==> config.mk <==
export PLATFORM = sky130hd
export DESIGN_NAME = cam_pixel_capture
export DESIGN_NICKNAME = d
export VERILOG_FILES = /design/src/rtl/cam_pkg.sv /design/src/rtl/cam_sync_edge.sv /design/src/rtl/cam_pixel_capture.sv
export SDC_FILE = /design/constraint.sdc
export NUM_CORES = 1
export LEC_CHECK = 0
export BUFFER_PORTS_ARGS = -buffer_cell sky130_fd_sc_hd__buf_2
export CORE_MARGIN = 2
export CORE_UTILIZATION = 50
export DETAILED_ROUTE_END_ITERATION = 10
export PLACE_DENSITY = 0.75
export SKIP_CTS_REPAIR_TIMING = 1
export SYNTH_ARGS = -nofsm -noshare
export SYNTH_HDL_FRONTEND = slang
export SYNTH_SLANG_ARGS = --single-unit
==> constraint.sdc <==
create_clock -name pclk -period 1.7 [get_ports pclk]
set_input_delay 0 -clock pclk [delete_from_list [all_inputs] [get_ports pclk]]
set_output_delay 0 -clock pclk [all_outputs]
set_load 0.01 [all_outputs]
==> src/rtl/cam_pkg.sv <==
// Purpose : shared types and default frame geometry for the camera capture path.
// Latency : n/a (package only).
// Backpressure: n/a; the default geometry is also used by the DVS/CDMA BRAM addressing.
package cam_pkg;

    typedef enum logic [1:0] {
        IDLE   = 2'd0,
        VSYNC  = 2'd1,
        ACTIVE = 2'd2
    } cam_state_t;

    localparam int CAM_H_RES = 320;
    localparam int CAM_V_RES = 240;

endpackage

==> src/rtl/cam_sync_edge.sv <==
// Purpose : registers the raw camera pins once and derives vsync/href edge pulses.
// Latency : 1 pclk from pin to vs_r/hr_r/d_r; edge pulses are combinational on the registered copies.
// Backpressure: none; the camera cannot be stalled.
// Ports   : cam_vsync/cam_href/cam_data in; vs_r/hr_r/d_r registered copies; vs_rise, hr_rise, hr_fall pulses.
module cam_sync_edge (
    input  logic       pclk,
    input  logic       reset,
    input  logic       cam_vsync,
    input  logic       cam_href,
    input  logic [7:0] cam_data,
    output logic       vs_r,
    output logic       hr_r,
    output logic [7:0] d_r,
    output logic       vs_rise,
    output logic       hr_rise,
    output logic       hr_fall
);

    logic vs_r_d;
    logic hr_r_d;

    always_ff @(posedge pclk or negedge reset) begin
        if (!reset) begin
            vs_r   <= 1'b0;
            hr_r   <= 1'b0;
            d_r    <= 8'd0;
            vs_r_d <= 1'b0;
            hr_r_d <= 1'b0;
        end else begin
            vs_r   <= cam_vsync;
            hr_r   <= cam_href;
            d_r    <= cam_data;
            vs_r_d <= vs_r;
            hr_r_d <= hr_r;
        end
    end

    assign vs_rise = vs_r & ~vs_r_d;
    assign hr_rise = hr_r & ~hr_r_d;
    assign hr_fall = ~hr_r & hr_r_d;

endmodule

==> src/rtl/cam_pixel_capture.sv <==
// Purpose : extracts the luma byte of each YUV422 pixel from an OV7670-style stream, with row/col and error flags.
// Latency : luma byte driven before edge k+1 is sampled at k+1 and appears on pix_data with pix_valid at edge k+2.
// Backpressure: none; pix_valid is a one-cycle strobe that the downstream stage must accept.
// Ports   : pclk, reset (async active-low), enable, cam_vsync/cam_href/cam_data in;
//           pix_data/pix_valid/col/row, frame_start, frame_cnt, busy, err_long/err_short out.
module cam_pixel_capture
    import cam_pkg::*;
#(
    parameter int H_RES   = CAM_H_RES,
    parameter int V_RES   = CAM_V_RES,
    parameter bit Y_FIRST = 1'b1
) (
    input  logic                     pclk,
    input  logic                     reset,
    input  logic                     enable,
    input  logic                     cam_vsync,
    input  logic                     cam_href,
    input  logic [7:0]               cam_data,
    output logic [7:0]               pix_data,
    output logic                     pix_valid,
    output logic                     frame_start,
    output logic [$clog2(H_RES)-1:0] col,
    output logic [$clog2(V_RES)-1:0] row,
    output logic [7:0]               frame_cnt,
    output logic                     busy,
    output logic                     err_long,
    output logic                     err_short
);

    localparam int CW  = $clog2(H_RES);
    localparam int RW  = $clog2(V_RES);
    // Internal counters must be able to hold H_RES / V_RES themselves (end-of-line / end-of-frame).
    localparam int CCW = $clog2(H_RES + 1);
    localparam int RCW = $clog2(V_RES + 1);
    localparam logic [CCW-1:0] H_LIM = CCW'(H_RES);
    localparam logic [RCW-1:0] V_LIM = RCW'(V_RES);
    localparam logic LUMA_PHASE = Y_FIRST ? 1'b0 : 1'b1;

    logic       vs_r, hr_r, vs_rise, hr_rise, hr_fall;
    logic [7:0] d_r;

    cam_sync_edge u_sync (
        .pclk      (pclk),
        .reset     (reset),
        .cam_vsync (cam_vsync),
        .cam_href  (cam_href),
        .cam_data  (cam_data),
        .vs_r      (vs_r),
        .hr_r      (hr_r),
        .d_r       (d_r),
        .vs_rise   (vs_rise),
        .hr_rise   (hr_rise),
        .hr_fall   (hr_fall)
    );

    cam_state_t     state, state_nx;
    logic           phase, phase_nx;
    logic [CCW-1:0] col_cnt, col_cnt_nx;
    logic [RCW-1:0] row_cnt, row_cnt_nx;
    logic [7:0]     pix_data_nx, frame_cnt_nx;
    logic           pix_valid_nx, frame_start_nx, busy_nx, err_long_nx, err_short_nx;
    logic [CW-1:0]  col_nx;
    logic [RW-1:0]  row_nx;
    logic           start_frame, set_long, set_short;
    logic [CCW-1:0] eff_col;
    logic           eff_phase;

    always_ff @(posedge pclk or negedge reset) begin
        if (!reset) begin
            state       <= IDLE;
            phase       <= 1'b0;
            col_cnt     <= '0;
            row_cnt     <= '0;
            pix_data    <= 8'd0;
            pix_valid   <= 1'b0;
            frame_start <= 1'b0;
            col         <= '0;
            row         <= '0;
            frame_cnt   <= 8'd0;
            busy        <= 1'b0;
            err_long    <= 1'b0;
            err_short   <= 1'b0;
        end else begin
            state       <= state_nx;
            phase       <= phase_nx;
            col_cnt     <= col_cnt_nx;
            row_cnt     <= row_cnt_nx;
            pix_data    <= pix_data_nx;
            pix_valid   <= pix_valid_nx;
            frame_start <= frame_start_nx;
            col         <= col_nx;
            row         <= row_nx;
            frame_cnt   <= frame_cnt_nx;
            busy        <= busy_nx;
            err_long    <= err_long_nx;
            err_short   <= err_short_nx;
        end
    end

    always_comb begin
        state_nx       = state;
        phase_nx       = phase;
        col_cnt_nx     = col_cnt;
        row_cnt_nx     = row_cnt;
        pix_data_nx    = pix_data;
        pix_valid_nx   = 1'b0;
        frame_start_nx = 1'b0;
        col_nx         = col;
        row_nx         = row;
        frame_cnt_nx   = frame_cnt;
        busy_nx        = busy;
        err_long_nx    = err_long;
        err_short_nx   = err_short;
        start_frame    = 1'b0;
        set_long       = 1'b0;
        set_short      = 1'b0;
        // On the first href cycle of a line the stored col/phase are stale; use the cleared values.
        eff_col        = hr_rise ? '0 : col_cnt;
        eff_phase      = hr_rise ? 1'b0 : phase;

        case (state)
            IDLE: begin
                if (vs_rise && enable) start_frame = 1'b1;
            end
            VSYNC: begin
                if (!vs_r) state_nx = ACTIVE;
            end
            ACTIVE: begin
                if (vs_rise) begin
                    // Premature vsync: the frame was cut short.
                    if (hr_r || (row_cnt < V_LIM)) set_short = 1'b1;
                    if (enable) begin
                        start_frame = 1'b1;
                    end else begin
                        state_nx = IDLE;
                        busy_nx  = 1'b0;
                    end
                end else if (!vs_r) begin
                    if (hr_r) begin
                        phase_nx   = ~eff_phase;
                        col_cnt_nx = eff_col;
                        if (eff_phase == LUMA_PHASE) begin
                            if (eff_col < H_LIM) begin
                                pix_data_nx  = d_r;
                                pix_valid_nx = 1'b1;
                                col_nx       = eff_col[CW-1:0];
                                row_nx       = row_cnt[RW-1:0];
                                col_cnt_nx   = eff_col + CCW'(1);
                            end else begin
                                set_long = 1'b1;
                            end
                        end
                    end else if (hr_fall) begin
                        if (col_cnt != H_LIM) set_short = 1'b1;
                        row_cnt_nx = row_cnt + RCW'(1);
                        if (row_cnt + RCW'(1) == V_LIM) begin
                            state_nx = IDLE;
                            busy_nx  = 1'b0;
                        end
                    end
                end
            end
            default: state_nx = IDLE;
        endcase

        if (start_frame) begin
            state_nx       = VSYNC;
            frame_start_nx = 1'b1;
            frame_cnt_nx   = frame_cnt + 8'd1;
            busy_nx        = 1'b1;
            row_cnt_nx     = '0;
            col_cnt_nx     = '0;
            phase_nx       = 1'b0;
            col_nx         = '0;
            row_nx         = '0;
            err_long_nx    = 1'b0;
            err_short_nx   = 1'b0;
        end
        // An error detected on the same cycle as a restart survives the clear.
        if (set_long)  err_long_nx  = 1'b1;
        if (set_short) err_short_nx = 1'b1;
    end

endmodule

==> metrics.yaml <==
reg2reg_setup_slack_ps: 40
pre_cts_ws_ps: -51.1
synth_edf_count: 0
clockBufferDepth: 2
grt_use_met2_pct: 32.0
start_util_pct: 51.0
finalWorstSetupSlack_ps: 38.8
path_max_fanout: 7
crit_path_end_kind: "flip-flop"
fmax_mhz: 602
area_growth_pct: 31.6
met1_usage_pct: 29.0
power.leakage_nw: 1.91
path_clk_slew_ps: 70
synth_common_cells: "70 x dfrtp_1, 51 x nand2_1, 19 x o21ai_0"
hold_violations: 0
drtPass1Iterations: 5
finClkSkew_ps: 5.25
cp-start-kind: "flip-flop"
ys_seq_area_share_pct: 58.7
std_cell_rows: 28
synth_area_mm2: 0.00299
clock_latency_ps: 340
vias: 2530
postPlaceCellArea_mm2: 0.00353
cts-root-buf: "clkbuf_8"
drt_iter0_drc: 193
setup_violations: 0
drv_slew: 0
antenna_found_initial: 0
fill_cells: 465
synth.distinct_cells: 45
numCtsBuffers: 9
maxCapViolCount: 0
final_cell_count_no_fill: 454
drt-total-wl_um: 6720
powerDensity_mw_per_mm2: 1110
ys_seq_elements: 70
die_area_mm2: 0.00661
track_usage_pct: 21.5
drt.antenna.violating_nets: 0
syn-instance-count: 280
whs_ps: 207
fin_nets: 391
port_buffers: 50
yosys-top-cells-area: "dfrtp_1 59%, nand2_1 6.4%, a22o_1 3.8%, o21ai_0 3.2%, a21oi_1 2.8%"
n_antenna_cell: 0
outcome: "finished, final reports clean"
peakVddDrop_uv: 759
syn-num-nets: 297
htree_levels: 3
syn_area_per_cell_um2: 10.7
die_h_um: 81.3
slew_headroom_pct: 66.5
synth_top_area_cell: "dfrtp_1"
yosysMostFrequentCell: "dfrtp_1"
reg2reg_depth: 6
fp.dieW_um: 81.3
use_met3_pct: 4.89
first_global_vias: 2284
arrival_ps: 1900
async_flop_share_pct: 100
io_pins: 51
required_ps: 1940
coreArea_mm2: 0.00585
dp_hpwl_um: 4610
worst_pin_slew_ps: 503
synth_top_area_share_pct: 58.7
drc_errors: 0
dp_cells: 426
hold_path_class: "in2async"
rsz0062_at_grt: "true"
gp_congestion: 0.938
period_minus_slack_ps: 1660
avgViaCountPerCell: 5.57
grt_max_degree: 71
critPathKind: "reg2reg"
fin_util_pct: 67.2
grt_overflow: 0
layout-drive-gt1-share_pct: 31.1
yosysWarnings: 0
multi_input_area_mm2: 0.00121
grt_pass1_wl_um: 10600
grt_busiest_layer: "met2"
finalCritPeriodShare_pct: 97.7
cts_tree: "yes"
clkSinkCount: 70
routedWlPerCell_um: 14.8
stdcell_area_mm2: 0.00393
register_area_mm2: 0.00175
ys.flop_type: "dfrtp_1"
-- power breakdown --
group	leakage (nW)	internal [mW]	total, mW	switching (mW)
registers	0.920	1.89	2.06	0.173
clock network	0.108	0.860	1.47	0.611
logic	0.882	0.374	0.811	0.436
-- final cells by class --
cell class / instances / share of cell area (%)
flip-flops and latches: 70 / 44.6
multi-input cells: 194 / 30.9
repair buffers: 93 / 15.7
clock buffers: 10 / 3.50
well taps: 75 / 2.39
clock inverters: 6 / 2.16
inverters: 6 / 0.764
-- routing by layer --
layer	wire [µm]	share of wire [%]	vias to the layer above
li1	-	-	1191
met1	3030	45	1235
met2	3140	47	87
met3	396	5.9	17
met4	156	2.3	0
met5	0	0	-
-- placed cells by master, fill, tap and decap left out, drive strengths merged, types with 3 or more instances in the layout --
| master | n |
|---|---|
| a21oi | 17 |
| nor4b | 3 |
| nand4 | 5 |
| inv | 5 |
| and3 | 4 |
| nand3b | 3 |
| and2 | 3 |
| dfrtp | 70 |
| dlygate4sd3 | 11 |
| nor3 | 4 |
| clkinv | 3 |
| nor2 | 8 |
| nor4 | 3 |
| o21ai | 21 |
| nand2b | 5 |
| nand3 | 16 |
| a32o | 6 |
| nand2 | 52 |
| ha | 4 |
| clkbuf | 10 |
| a22o | 13 |
| xnor2 | 7 |
| buf | 82 |
-- flip-flops by register name, indices dropped and copies added, names as in the netlist, 2 cells and up --
name        flops
row_cnt         8
col_cnt         9
row             8
pix_data        8
frame_cnt       8
state           2
col             9
u_sync.d_r      8
-- per-stage QoR --
step | TNS (ps) | power [mW]
after floorplan | -37.4 | 2.51
after CTS | -104 | 4.36
after global placement | 0 | 2.85
final | 0 | 4.34
after global routing | -127 | 4.60
after detailed placement | -51.1 | 2.88
-- final timing paths --
path / start / end
max in group asynchronous: reset / col[2]$_DFFE_PN0P_
min in group pclk: enable / phase$_DFFE_PN0P_
setup reg to reg: u_sync.hr_r$_DFF_PN0_ / col_cnt[6]$_DFFE_PN0P_
hold / removal: reset / frame_cnt[3]$_DFFE_PN0P_
setup / recovery: u_sync.hr_r$_DFF_PN0_ / col_cnt[6]$_DFFE_PN0P_
hold reg to reg: u_sync.d_r[0]$_DFF_PN0_ / pix_data[0]$_DFFE_PN0P_
-- critical path, stage by stage, from the launching register on --
cell and delay (ps):
dfrtp_1 410, nand2b_4 110, and2_4 170, ha_4 140, nand4_1 110, or3_1 370
a32o_1 250
-- kinds of logic after synthesis --
family	share of synthesized area, %
buffers and inverters	2.97
and+or+nand+nor	18.5
adders and majority gates	1.68
AOI/OAI and AO/OA	15.6
DFF	58.7
xor gates and xnor gates	2.64
(Power assumes the default switching activity.)
